[config.mk]
export PLATFORM = sky130hd
export DESIGN_NAME = muldiv_sequencer
export DESIGN_NICKNAME = d
export VERILOG_FILES = /design/src/rtl/muldiv_sequencer.sv
export SDC_FILE = /design/constraint.sdc
export NUM_CORES = 2
export LEC_CHECK = 0
export CAP_MARGIN = 5
export CORE_MARGIN = 2
export CORE_UTILIZATION = 55
export CTS_CLUSTER_SIZE = 14
export DETAILED_ROUTE_END_ITERATION = 6
export PLACE_DENSITY = 0.74
export SLEW_MARGIN = 20
export SYNTH_ARGS = -nofsm -noshare
export SYNTH_HDL_FRONTEND = slang
export SYNTH_SLANG_ARGS = --single-unit
[constraint.sdc]
create_clock -name clk -period 31.4 [get_ports clk]
set_input_delay 6.28 -clock clk [delete_from_list [all_inputs] [get_ports clk]]
set_output_delay 6.28 -clock clk [all_outputs]
set_load 0.02 [all_outputs]
[src/rtl/muldiv_sequencer.sv]
// muldiv_sequencer: multi-cycle RV32M multiply/divide unit that stalls EX until its result is ready.
module muldiv_sequencer #(
    parameter int XLEN       = 32,
    parameter int MUL_STAGES = 2
) (
    input  logic            clk,
    input  logic            reset,
    input  logic            start,
    input  logic [2:0]      funct3,
    input  logic [XLEN-1:0] src_a,
    input  logic [XLEN-1:0] src_b,
    input  logic            flush,
    output logic            stall,
    output logic            busy,
    output logic            done,
    output logic [XLEN-1:0] result
);
    typedef enum logic [1:0] {IDLE, MUL, DIV, DONE} state_t;
    localparam logic [XLEN-1:0] MIN_INT = {1'b1, {(XLEN-1){1'b0}}};
    state_t state, next;
    logic [4:0] cnt;
    logic [2*XLEN-1:0] prod;
    logic [XLEN-1:0] quo, rem, dvs;
    logic mul_hi, rem_op, neg_q, neg_r;
    logic is_signed, neg_a, neg_b, sa, sb, fast;
    logic [2*XLEN-1:0] a64, b64;
    logic [XLEN:0] rem_sh;
    logic ge;
    logic [XLEN-1:0] rem_n, quo_n;
    assign sa        = funct3[0] ^ funct3[1];
    assign sb        = funct3[1:0] == 2'b01;
    assign a64       = {{XLEN{sa & src_a[XLEN-1]}}, src_a};
    assign b64       = {{XLEN{sb & src_b[XLEN-1]}}, src_b};
    assign is_signed = ~funct3[0];
    assign neg_a     = is_signed & src_a[XLEN-1];
    assign neg_b     = is_signed & src_b[XLEN-1];
    // Divide-by-zero and signed overflow resolve without iterating.
    assign fast      = (src_b == '0) | (is_signed & (src_a == MIN_INT) & (src_b == '1));
    assign rem_sh    = {rem, quo[XLEN-1]};
    assign ge        = rem_sh >= {1'b0, dvs};
    assign rem_n     = ge ? rem_sh[XLEN-1:0] - dvs : rem_sh[XLEN-1:0];
    assign quo_n     = {quo[XLEN-2:0], ge};
    always_ff @(posedge clk) begin
        if (!reset) state <= IDLE;
        else        state <= next;
    end
    always_comb begin
        next = state;
        case (state)
            IDLE:    next = start ? (!funct3[2] ? MUL : (fast ? DONE : DIV)) : IDLE;
            MUL:     next = (cnt == 5'd0) ? DONE : MUL;
            DIV:     next = (cnt == 5'd0) ? DONE : DIV;
            default: next = IDLE;
        endcase
        if (flush) next = IDLE;
    end
    always_comb begin
        stall = start & (state != DONE) & ~flush & reset;
    end
    always_ff @(posedge clk) begin
        if (!reset) begin
            cnt    <= '0;
            result <= '0;
            done   <= 1'b0;
            busy   <= 1'b0;
            prod   <= '0;
            quo    <= '0;
            rem    <= '0;
            dvs    <= '0;
            mul_hi <= 1'b0;
            rem_op <= 1'b0;
            neg_q  <= 1'b0;
            neg_r  <= 1'b0;
        end else begin
            done <= 1'b0;
            busy <= next != IDLE;
            if (!flush) begin
                case (state)
                    IDLE: if (start) begin
                        mul_hi <= funct3[1:0] != 2'b00;
                        rem_op <= funct3[1];
                        neg_q  <= neg_a ^ neg_b;
                        neg_r  <= neg_a;
                        prod   <= a64 * b64;
                        quo    <= neg_a ? -src_a : src_a;
                        dvs    <= neg_b ? -src_b : src_b;
                        rem    <= '0;
                        cnt    <= funct3[2] ? 5'd31 : 5'(MUL_STAGES - 1);
                        if (funct3[2] && fast) begin
                            result <= (src_b == '0) ? (funct3[1] ? src_a : '1) : (funct3[1] ? '0 : MIN_INT);
                            done   <= 1'b1;
                        end
                    end
                    MUL: begin
                        if (cnt == 5'd0) begin
                            result <= mul_hi ? prod[2*XLEN-1:XLEN] : prod[XLEN-1:0];
                            done   <= 1'b1;
                        end else cnt <= cnt - 5'd1;
                    end
                    DIV: begin
                        rem <= rem_n;
                        quo <= quo_n;
                        if (cnt == 5'd0) begin
                            result <= rem_op ? (neg_r ? -rem_n : rem_n) : (neg_q ? -quo_n : quo_n);
                            done   <= 1'b1;
                        end else cnt <= cnt - 5'd1;
                    end
                    default: ;
                endcase
            end
        end
    end
endmodule

==> flow_metrics.tcl <==
set metrics [dict create \
    gp_congestion 0.992 \
    start_util_pct 55.3 \
    synth_commonest_cells "inv_1 (1222), fa_1 (1126), nand2_1 (1070), clkbuf_1 (314), and2_1 (298)" \
    fmax_ghz 0.0643 \
    critical_path.startpoint_type "primary input" \
    antenna_found_initial 4 \
    violations "design-rule violations" \
    grt_util_all_layers_pct 35.0 \
    cts_tree "yes" \
    syn_area_um2 52300 \
    syn_avg_cell_area_um2 8.41 \
    crit_path_end_kind "flop" \
    netlist.area_leader.share_pct 43.1 \
    postCtsSetupRepairBufs 0 \
    critical_path.most_common_cell "fa_1" \
    ff2ff_setup_slack_ns 25.06 \
    root_buffer "clkbuf_16" \
    period_share_pct 49.6 \
    synth_edf_count 0 \
    fin_skew_ns 0.0129 \
    vias 43732 \
    cts.sinks 205 \
    min_path_type "reg2reg" \
    fp.dieW_um 313 \
    synth_cell_type_count 91 \
    ys_seq_elements 205 \
    finalCriticalPeriod_ns 15.56 \
    clk_latency_ns 0.57 \
    async_flop_share_pct 0 \
    status "finished, violations left" \
    cpPeakStageDelay_ns 0.75 \
    multiInputGateArea_um2 42100 \
    ff_latch_area_um2 4100 \
    placementRows 113 \
    grt_pass1_vias 45781 \
    drv_slew 0 \
    cts_buffers 26 \
    drt_wl_total_um 167000 \
    portBuffers 105 \
    cpMaxStageDelayCell "ha_1" \
    cts.clk_slew.worst_paths_ns 0.06 \
    hpwl_um 123000 \
    synthFlopType "dfxtp_1" \
    ctsResizeCount 0 \
    drc 1 \
    ant_nets 0 \
    worst-setup-path-type "in2reg" \
    via_per_inst 5.95 \
    synth_area_leaders "fa_1 (43%), inv_1 (8.8%), dfxtp_1 (7.8%)" \
    drtPass1Iterations 7 \
    grt_first_pass_wirelength_um 264000 \
    path_buf_inv 7 \
    yosys_warnings 0 \
    synth_most_common_cell "inv_1" \
    worstPathRequired_ns 31.85 \
    grt_max_degree 87 \
    cts_buffer_depth 3 \
    cts_hold_buf 0 \
    yosys.area.top_type "fa_1" \
    design.core.area_um2 94700 \
    dieArea_um2 97700 \
    h-tree-depth 1 \
    io_pins 106 \
    area_growth_syn_to_layout_pct 5.26 \
    critPathTopFamily "adder cells" \
    fin_setup_tns_ns 0 \
    wl_per_cell_um 22.8 \
    fp.dieH_um 313 \
    final_layout_size_suffix_gt1_share_pct 3.83 \
    synth_nets 7676 \
    worstPathMaxFanout 18 \
    grt_overflow_total 0 \
    relSlewSlack_pct 30.3 \
    synth_cells 6222 \
    tightest_slew_ns 1.04 \
    fillCellCount 8427 \
    rsz0062_at_grt "no" \
    drv_cap 0 \
    seq_area_frac_synth_pct 7.84 \
    fin_nets 7512 \
    setup_viol 0 \
    finalHoldViolCount 0 \
    critPathArrivalTime_ns 16.01 \
    drt-initial-drc-count 4577 \
]
==> cell families after synthesis <==
kind of cell / share of synthesized area [%]
DFF: 7.84
muxes: 1.19
buffers and inverters: 11.7
adders and majority gates: 49.2
xor gates and xnor gates: 3.18
and+or+nand+nor: 17.1
AOI/OAI and AO/OA: 9.76
==> layout by cell type, fill, tap and decap left out, drive strengths merged, types with 16 or more instances in the layout <==
master	n
inv	1224
fa	1126
nand2	1070
and2	298
a21oi	267
ha	257
nor2	245
dfxtp	205
o21ai	164
buf	132
xnor2	119
clkdlybuf4s50	74
xor2	71
a21o	62
nor3	58
nand3	49
a211oi	49
mux2i	44
nand4	41
a31oi	36
clkbuf	36
or3	32
and3	29
nor4	26
o211ai	24
o31ai	24
nor2b	20
o221ai	17
a22oi	17
o21bai	16
mux2	16
or2	16
==> path summary, 6_finish.rpt <==
path,startpoint,endpoint,depth (start not counted)
max,funct3[0],prod[55],30
min,result[5],result[5],2
max reg2reg,rem[5],result[28],18
min reg2reg,result[5],result[5],2
==> layout make-up <==
cell class                 count  share of cell area, %
clock buffer                  35                   1.35
timing repair buffer         207                   3.02
clock inverter                13                  0.461
sequential                   205                   7.45
tap                         1265                   2.87
inverter                    1225                   8.35
antenna                        4                 0.0182
multi-input combinational   4393                   76.5
==> flip-flops by register name, summed over array words and instances (netlist names) <==
register,flops
dvs,32
mul_hi,1
state,2
cnt,5
rem,32
result,32
neg_r,1
quo,32
done,1
rem_op,1
busy,1
neg_q,1
prod,64
==> routing by layer <==
metal	track usage, %	up-vias	wire [um]
met5	0	-	20
met4	17.3	2	10000
met3	7.47	569	20000
met2	54.3	2549	74200
met1	46.8	21895	63200
li1	-	18717	-
==> through the flow <==
| stage | utilization, % | hold slack (ns) | std cells | worst slack [ns] | area (um2) |
|---|---|---|---|---|---|
| 6_report | 58.2 | 0.452 | 7347 | 15.84 | 55100 |
| 5_1_grt | 58.2 | 0.475 | 7343 | 15.31 | 55100 |
| 4_1_cts | 58.2 | 0.453 | 7343 | 15.91 | 55100 |
| 3_5_place_dp | 57.1 | 0.445 | 7295 | 15.34 | 54100 |
| 3_3_place_gp | 57.1 | 0.440 | 7295 | 15.50 | 54100 |
| 2_1_floorplan | - | 0.428 | 6222 | 17.18 | 52300 |
==> worst reg2reg max path, stage by stage (launching register included) <==
cell,delay [ns]
dfxtp_1,0.40
ha_1,0.48
o21a_1,0.21
o211a_1,0.21
o21a_1,0.27
nand4_1,0.28
a21o_1,0.52
nand2_2,0.17
buf_4,0.53
mux2i_1,0.43
ha_1,0.30
nand2_1,0.09
or4_1,0.46
a211o_1,0.25
o22a_1,0.28
or3_1,0.48
o41ai_1,0.49
xnor2_1,0.19
o41ai_2,0.21
Power is left out: the tool's default activity adds up to more than one toggle a clock period on the data nets, which glitch-free logic cannot reach.
